<file path="config.mk">
export PLATFORM = sky130hd
export DESIGN_NAME = match_controller_flat
export DESIGN_NICKNAME = d
export VERILOG_FILES = /design/src/rtl/match_controller_if.sv /design/src/rtl/match_controller.sv /design/src/flat_wrapper.sv
export SDC_FILE = /design/constraint.sdc
export NUM_CORES = 1
export LEC_CHECK = 0
export BUFFER_PORTS_ARGS = -buffer_cell sky130_fd_sc_hd__buf_2
export CAP_MARGIN = 20
export CORE_UTILIZATION = 56
export CTS_CLUSTER_DIAMETER = 200
export DETAILED_ROUTE_END_ITERATION = 12
export PLACE_DENSITY = 0.79
export RECOVER_POWER = 100
export SLEW_MARGIN = 20
export SYNTH_ARGS = -nofsm -noshare
export SYNTH_HDL_FRONTEND = slang
export SYNTH_SLANG_ARGS = --single-unit
</file>
<file path="constraint.sdc">
create_clock -name clk -period 2.4 [get_ports clk]
set_input_delay 0.12 -clock clk [delete_from_list [all_inputs] [get_ports clk]]
set_output_delay 0.12 -clock clk [all_outputs]
set_load 0.01 [all_outputs]
</file>
<file path="src/rtl/match_controller_if.sv">
// Player keys in, playfield/score/status out for the tug-of-war match controller.
//   L, R        : synchronized player key levels (driven toward the controller)
//   lights      : one-hot lit position, bit LIGHTS-1 = left end, bit 0 = right end
//   round_reset : high while the field is held between rounds
//   score_l/_r  : per-player round scores
//   winner      : last round winner, 00 none, 01 left, 10 right
//   game_over   : high once a player reaches the target score
interface match_controller_if #(
  parameter int unsigned LIGHTS = 9
);
  logic              L;
  logic              R;
  logic [LIGHTS-1:0] lights;
  logic              round_reset;
  logic [2:0]        score_l;
  logic [2:0]        score_r;
  logic [1:0]        winner;
  logic              game_over;

  // Key source / display sink side
  modport master (
    output L, R,
    input  lights, round_reset, score_l, score_r, winner, game_over
  );

  // Match controller side
  modport slave (
    input  L, R,
    output lights, round_reset, score_l, score_r, winner, game_over
  );
endinterface

</file>
<file path="src/rtl/match_controller.sv">
// Tug-of-war match sequencer: edge-detects and arbitrates the L/R key presses,
// moves the lit position, detects round wins at either end, keeps scores, holds
// the field blank for HOLD_CYCLES between rounds and latches game over.
//   clk   : system clock
//   reset : asynchronous, active-low
//   bus   : match_controller_if slave (L/R in; lights, round_reset, scores,
//           winner, game_over out -- all registered)
module match_controller #(
  parameter int unsigned LIGHTS      = 9,
  parameter int unsigned WIN_SCORE   = 7,
  parameter int unsigned HOLD_CYCLES = 4
) (
  input  logic                clk,
  input  logic                reset,
  match_controller_if.slave   bus
);

  localparam int unsigned CENTRE = LIGHTS / 2;
  localparam int unsigned POS_W  = $clog2(LIGHTS);
  localparam int unsigned CNT_W  = $clog2(HOLD_CYCLES + 1);

  localparam logic [1:0] ST_PLAY = 2'd0;
  localparam logic [1:0] ST_HOLD = 2'd1;
  localparam logic [1:0] ST_DONE = 2'd2;

  logic [1:0]        state_q,       state_d;
  logic [POS_W-1:0]  pos_q,         pos_d;
  logic [CNT_W-1:0]  hold_cnt_q,    hold_cnt_d;
  logic [2:0]        score_l_q,     score_l_d;
  logic [2:0]        score_r_q,     score_r_d;
  logic [1:0]        winner_q,      winner_d;
  logic [LIGHTS-1:0] lights_q,      lights_d;
  logic              round_reset_q, round_reset_d;
  logic              game_over_q,   game_over_d;
  logic              l_prev_q;
  logic              r_prev_q;

  logic              press_l;
  logic              press_r;
  logic              round_end;
  logic [2:0]        new_score;

  // State registers; key history is tracked in every state so a held key never re-fires
  always_ff @(posedge clk or negedge reset) begin
    if (!reset) begin
      state_q       <= ST_PLAY;
      pos_q         <= POS_W'(CENTRE);
      hold_cnt_q    <= '0;
      score_l_q     <= '0;
      score_r_q     <= '0;
      winner_q      <= 2'b00;
      lights_q      <= LIGHTS'(1) << CENTRE;
      round_reset_q <= 1'b0;
      game_over_q   <= 1'b0;
      l_prev_q      <= 1'b0;
      r_prev_q      <= 1'b0;
    end else begin
      state_q       <= state_d;
      pos_q         <= pos_d;
      hold_cnt_q    <= hold_cnt_d;
      score_l_q     <= score_l_d;
      score_r_q     <= score_r_d;
      winner_q      <= winner_d;
      lights_q      <= lights_d;
      round_reset_q <= round_reset_d;
      game_over_q   <= game_over_d;
      l_prev_q      <= bus.L;
      r_prev_q      <= bus.R;
    end
  end

  // Next-state and next-output logic
  always_comb begin
    state_d    = state_q;
    pos_d      = pos_q;
    hold_cnt_d = hold_cnt_q;
    score_l_d  = score_l_q;
    score_r_d  = score_r_q;
    winner_d   = winner_q;
    round_end  = 1'b0;
    new_score  = '0;

    press_l = bus.L & ~l_prev_q;
    press_r = bus.R & ~r_prev_q;

    case (state_q)
      ST_PLAY: begin
        // Simultaneous presses cancel each other
        if (press_l && !press_r) begin
          if (pos_q == POS_W'(LIGHTS - 1)) begin
            score_l_d = score_l_q + 3'd1;
            winner_d  = 2'b01;
            new_score = score_l_q + 3'd1;
            round_end = 1'b1;
          end else begin
            pos_d = pos_q + POS_W'(1);
          end
        end else if (press_r && !press_l) begin
          if (pos_q == '0) begin
            score_r_d = score_r_q + 3'd1;
            winner_d  = 2'b10;
            new_score = score_r_q + 3'd1;
            round_end = 1'b1;
          end else begin
            pos_d = pos_q - POS_W'(1);
          end
        end
        if (round_end) begin
          if (new_score == 3'(WIN_SCORE)) begin
            state_d = ST_DONE;
          end else begin
            state_d    = ST_HOLD;
            hold_cnt_d = CNT_W'(HOLD_CYCLES - 1);
          end
        end
      end
      ST_HOLD: begin
        // Counter loaded with HOLD_CYCLES-1 so the hold spans exactly HOLD_CYCLES cycles
        if (hold_cnt_q == '0) begin
          state_d = ST_PLAY;
          pos_d   = POS_W'(CENTRE);
        end else begin
          hold_cnt_d = hold_cnt_q - CNT_W'(1);
        end
      end
      ST_DONE: begin
      end
      default: begin
        state_d = ST_PLAY;
        pos_d   = POS_W'(CENTRE);
      end
    endcase

    // Outputs are registered copies of what the next state presents
    lights_d      = (state_d == ST_PLAY) ? (LIGHTS'(1) << pos_d) : '0;
    round_reset_d = (state_d == ST_HOLD);
    game_over_d   = (state_d == ST_DONE);
  end

  assign bus.lights      = lights_q;
  assign bus.round_reset = round_reset_q;
  assign bus.score_l     = score_l_q;
  assign bus.score_r     = score_r_q;
  assign bus.winner      = winner_q;
  assign bus.game_over   = game_over_q;

endmodule

</file>
<file path="src/flat_wrapper.sv">
// flat-port wrapper written by rule: the top's interface ports become plain ports
module match_controller_flat 
#(
  parameter int unsigned LIGHTS      = 9,
  parameter int unsigned WIN_SCORE   = 7,
  parameter int unsigned HOLD_CYCLES = 4
)
  (clk, reset, bus_L, bus_R, bus_lights, bus_round_reset, bus_score_l, bus_score_r, bus_winner, bus_game_over);
  match_controller_if #(.LIGHTS(LIGHTS)) bus_i ();
  input  logic clk;
  input  logic reset;
  input wire logic [$bits(bus_i.L)-1:0] bus_L;
  input wire logic [$bits(bus_i.R)-1:0] bus_R;
  output wire logic [$bits(bus_i.lights)-1:0] bus_lights;
  output wire logic [$bits(bus_i.round_reset)-1:0] bus_round_reset;
  output wire logic [$bits(bus_i.score_l)-1:0] bus_score_l;
  output wire logic [$bits(bus_i.score_r)-1:0] bus_score_r;
  output wire logic [$bits(bus_i.winner)-1:0] bus_winner;
  output wire logic [$bits(bus_i.game_over)-1:0] bus_game_over;
  assign bus_i.L = bus_L;
  assign bus_i.R = bus_R;
  assign bus_lights = bus_i.lights;
  assign bus_round_reset = bus_i.round_reset;
  assign bus_score_l = bus_i.score_l;
  assign bus_score_r = bus_i.score_r;
  assign bus_winner = bus_i.winner;
  assign bus_game_over = bus_i.game_over;
  match_controller #(.LIGHTS(LIGHTS), .WIN_SCORE(WIN_SCORE), .HOLD_CYCLES(HOLD_CYCLES)) u_core (.clk(clk), .reset(reset), .bus(bus_i));
endmodule
</file>
=== Word level (Yosys, flattened, before mapping) ===
Cells that the tools add are included.

* Register bits after elaboration: 30

* Add/sub/neg operators: 5
* Eq/ne operators: 10
* Shifts and indexed selects: 1
* Mux-type cells: 29
* Bitwise operators: 5
* Reductions and logical operators: 15

{| class="wikitable"
|+ Operator list
! cell !! count
|-
| $mux W3 || 8
|-
| $mux W4 || 5
|-
| $mux W2 || 7
|-
| $pmux W4 S3 || 1
|-
| $reduce_and A4 Y1 || 3
|-
| $mux W9 || 1
|-
| $shl A1 B4 Y9 const A || 1
|-
| $add A3 B1 Y3 const B || 2
|-
| $ne A2 B2 Y1 const B || 3
|-
| $pmux W2 S3 || 1
|-
| $pmux W3 S2 || 1
|-
| $reduce_bool A2 Y1 || 3
|-
| $mux W1 || 5
|-
| $add A4 B1 Y4 const B || 1
|-
| $eq A2 B1 Y1 const B || 2
|-
| $eq A2 B2 Y1 const B || 2
|-
| $eq A4 B4 Y1 const B || 1
|-
| $logic_not A2 Y1 || 2
|-
| $logic_not A4 Y1 || 1
|-
| $sub A4 B1 Y4 const B || 1
|-
| $eq A3 B3 Y1 const B || 1
|-
| $logic_not A3 Y1 || 1
|-
| $not A1 Y1 || 3
|-
| $reduce_and A3 Y1 || 1
|-
| 5 further kinds || 8
|}

=== Logic depth before layout (Yosys ltp) ===
* Depth in word-level cells: 13
* Mapped depth: 8
* Depth with buffers taken out: 8

=== Least setup slack after synthesis ===
Ideal clock, no wire load.

* Path type: register to register
* Start point: register u_core.pos_q[0]
* End point: register u_core.lights_q[2] (netlist: u_core.bus.lights[2])
* Arrival: 1,809 ps
* Data required time: 2,312 ps
* Slack: 503 ps
* Cell stages (with the launch flop): 9
* Clock period less this slack: 1,897 ps
* Cells stage by stage: dfrtp_1 inv_1 ha_1 or3b_1 a21oi_2 or3_1 xnor2_1 o211ai_1 nor3b_1

* Cells in the longest elaborated chain, start to end: 11
* Elaborated cells on any way between the ends: 27
* Classes of those cells: add/sub (2); eq/ne (2); shift (1); mux (20); reduce/logical (2)

{| class="wikitable"
|+ RTL lines
! item !! line !! text
|-
| start, declared || match_controller.sv:27 || <nowiki>logic [POS_W-1:0] pos_q, pos_d;</nowiki>
|-
| start signal, assigned || match_controller.sv:47 || <nowiki>pos_q <= POS_W'(CENTRE);</nowiki>
|-
| start signal, assigned || match_controller.sv:59 || <nowiki>pos_q <= pos_d;</nowiki>
|-
| $logic_not A4 Y1 || match_controller.sv:99 || <nowiki>if (pos_q == '0) begin</nowiki>
|-
| $mux W3 || match_controller.sv:99 ||
|-
| $mux W3 || match_controller.sv:98 || <nowiki>end else if (press_r && !press_l) begin</nowiki>
|-
| $mux W3 || match_controller.sv:89 || <nowiki>if (press_l && !press_r) begin</nowiki>
|-
| $mux W3 || match_controller.sv:86 || <nowiki>case (state_q)</nowiki>
|-
| $eq A3 B3 Y1 || match_controller.sv:109 || <nowiki>if (new_score == 3'(WIN_SCORE)) begin</nowiki>
|-
| $mux W2 || match_controller.sv:109 ||
|-
| $mux W2 || match_controller.sv:108 || <nowiki>if (round_end) begin</nowiki>
|-
| $pmux W2 S3 || match_controller.sv:86 ||
|-
| $logic_not A2 Y1 || match_controller.sv:135 || <nowiki>lights_d = (state_d == ST_PLAY) ? (LIGHTS'(1) << pos_d) : '0;</nowiki>
|-
| $mux W9 * || match_controller.sv:135 ||
|-
| net u_core.lights_d[2] || match_controller.sv:32 || <nowiki>logic [LIGHTS-1:0] lights_q, lights_d;</nowiki>
|-
| end signal, assigned || match_controller.sv:52 || <nowiki>lights_q <= LIGHTS'(1) << CENTRE;</nowiki>
|-
| end signal, assigned || match_controller.sv:64 || <nowiki>lights_q <= lights_d;</nowiki>
|-
| end, declared || match_controller.sv:32 ||
|}

The timed path passes the listed nets; every way through them passes the cells marked *. The select of a mux whose other input is x is not followed.
A chain may end at the register's enable or synchronous reset.

=== Final worst setup path ===
Same ends and word-level chain as after synthesis.

==> flow_summary_export.csv <==
group,metric,value,unit
finish,fill_cells,218,
power,total_power,1.99,mW
logic_synthesis,yosysWarnings,0,
finish,stdcell_count,214,
sta,finClkSkew,0.00926,ns
logic_synthesis,syn_nets,163,
power,p_leak,0.799,nW
finish,n_antenna_cell,0,
die,ios,23,
cts,root_buffer,"clkbuf_4",
worst_setup_path,crit_fanout,7,
sta,worstMarginPinSlew,1.57,ns
sta,period_share,88.9,%
die,die_w,54.7,um
drt,via_per_inst,5.72,
worst_setup_path,cpMaxStageDelayCell,"dfrtp_1",
worst_setup_path,path_cells,"inv_1 -> ha_1 -> or3b_1 -> a21oi_2 -> or3_1 -> xnor2_1 -> o211ai_1 -> nor3b_1",
logic_synthesis,syn_area,1550,um^2
logic_synthesis,synth_cells,152,
placed_design,placedCellCount,203,
finish,mostFrequentLayoutCells,"28 x dfrtp_1, 22 x clkbuf_1, 18 x nand2_1, 13 x nor2_1, 9 x nand3_1",
die,die_height,54.7,um
power,p_per_area,1150,nW/um^2
finish,final_area,1730,um^2
drt,vias,1225,
die,fp-row-count,18,
sta,maxSlewHeadroom,-4.36,%
worst_setup_path,worst-setup-path-type,"flip-flop to flip-flop",
worst_setup_path,path_buf_inv,1,
drt,wl_met3,215,um
die,fp.coreArea,2540,um^2
sta,fin_crit,2.13,ns
die,die-area,2990,um^2
finish,area_growth,11.4,%
drt,wl_met2,1.34,mm
drt,ant_nets,0,
drt,drt_first_pass_iters,4,
drt,drt-met1-wl,1.32,mm
logic_synthesis,synthArstFlopShare,100,%
cts,numCtsBuffers,5,
sta,finalMaxSlewViolations,31,
sta,setup_tns,0,ns
worst_setup_path,cp_slowest_stage_delay,0.46,ns
run_status,status,"finished with violations",
logic_synthesis,syn_area_per_cell,10.2,um^2
placed_design,pre_cts_ws,0.293,ns
finish,final_common_cell,"dfrtp_1",
finish,drive_gt1_share,10.9,%
logic_synthesis,synth_flop_cell,"dfrtp_1",
drt,wirelength,2.93,mm
sta,fmax,0.468,GHz
grt,grt_pass1_wl,4.69,mm
logic_synthesis,synth_seq_cells,30,
cts,htreeDepth,2,
run_status,violations,"max-capacitance violations, max-slew violations",
logic_synthesis,synth-edff-count,0,
die,start_util,61.0,%
cts,cts_tree,"built",
drt,dr.first_iter.drc_count,35,
cts,cts_sinks,30,
logic_synthesis,ys_types,46,
logic_synthesis,ys_seq_area_share,48.5,%
cts,clockBufferDepth,2,
placed_design,place_area,1690,um^2
job,max_cap_violations,1,
sta,whs,0.486,ns
worst_setup_path,endpoint_kind,"flip-flop",
drt,drc,0,
grt,antenna_found_initial,0,
drt,wl_per_cell,13.7,um
finish,final_util,68.0,%
worst_setup_path,startpoint_type,"flip-flop",
cts,path_clk_slew,0.10,ns
sta,finalHoldViolCount,0,
finish,fin_nets,194,
worst_setup_path,critical_path.top_delay_family,"simple AND/OR/NAND/NOR gates",
worst_setup_path,crit_arrival,2.39,ns
sta,rsz0062_at_grt,"false",
cts,insertion_delay,0.33,ns
grt,grt_pass1_vias,1009,
sta,fin_ws,0.265,ns
min_path,hp-class,"input port to flip-flop",
grt,grt_usage,23.2,%
sta,finalSetupViolations,0,
worst_setup_path,worstPathRequired,2.66,ns
power,ir_drop,0.000855,V
placed_design,hpwl,2.09,mm
placed_design,gp_congestion,0.903,
placed_design,port_buffers,22,
grt,grt_max_degree,31,
grt,grt-ovfl-total,0,
drt,highest_layer,"met4",
[power breakdown]
group          leakage [nW]  switching (mW)  internal, mW  total, mW
Combinational         0.381           0.521         0.343      0.864
Sequential            0.384           0.139         0.673      0.811
Clock                0.0343           0.179         0.141      0.320
[layout make-up]
cell class | instances | area [um^2] | share of cell area (%)
Clock buffer | 6 | 51.3 | 2.96
Clock inverter | 2 | 12.5 | 0.723
Inverter | 8 | 30.0 | 1.74
Multi-Input combinational cell | 112 | 726 | 41.9
Sequential cell | 30 | 753 | 43.5
Tap cell | 30 | 37.5 | 2.17
Timing Repair Buffer | 26 | 120 | 6.94
[worst paths after layout]
check,start,end,slack (ns),cells past startpoint
max in group asynchronous,reset,u_core.bus.score_l[0],0.79,2
min in group asynchronous,reset,u_core.pos_q[1],0.70,2
worst min-delay path,bus_L,u_core.l_prev_q,0.49,2
worst max-delay path,u_core.pos_q[0],u_core.bus.lights[2],0.27,8
worst min register to register,u_core.bus.winner[0],u_core.bus.winner[0],0.50,2
worst max register to register,u_core.pos_q[0],u_core.bus.lights[2],0.27,8
[kinds of logic after synthesis]
group	count (synthesis)	synth area share (%)
xor gates and xnor gates	8	4.51
AOI/OAI and AO/OA	21	10.2
and+or+nand+nor	74	26.8
buffers and inverters	10	2.98
DFF	30	48.5
muxes	2	1.37
adders and majority gates	7	5.64
[layer usage]
layer	global-route usage, %	vias to the layer above
li1	-	592
met1	32.5	584
met2	32.1	43
met3	8.61	6
met4	8.97	0
met5	0	-
[synthesized netlist by cell type (2+ instances only)]
cell      number  area [um^2]
ha_1           7         87.6
nor3_1         5         25.0
xnor2_1        6         52.6
inv_1          8         30.0
a21oi_1        5         25.0
dfstp_2        2         52.6
nor2b_1        2         12.5
nor2_1        13         48.8
nand3_1        8         40.0
o22ai_1        2         12.5
nand2_1       18         67.6
nand3b_1       3         22.5
nor3b_1        3         22.5
nand4_1        4         25.0
nand2b_1       4         25.0
xor2_1         2         17.5
or2_1          2         12.5
dfrtp_1       28          701
or2_2          2         12.5
a31oi_1        2         12.5
[flip-flops by register name, summed over array words and instances, names as in the netlist, 2 cells and up]
| signal | cells |
|---|---|
| u_core.bus.lights | 9 |
| u_core.pos_q | 4 |
| u_core.bus.score_l | 3 |
| u_core.bus.score_r | 3 |
| u_core.hold_cnt_q | 3 |
| u_core.bus.winner | 2 |
| u_core.state_q | 2 |
[worst register-to-register path: stages, from the launching register on]
cell and delay, ns:
dfrtp_1 0.46, inv_1 0.15, ha_1 0.24, or3b_1 0.42, a21oi_2 0.17, or3_1 0.14, xnor2_1 0.11, o211ai_1 0.15
nor3b_1 0.22
[what timing repair did]
action,4_1_cts,5_1_grt
resized for setup,0,0
setup buffers,0,0
hold buffers,3,0
hold endpoints to repair,30,0
No activity file was read; power rests on OpenSTA's default activity.
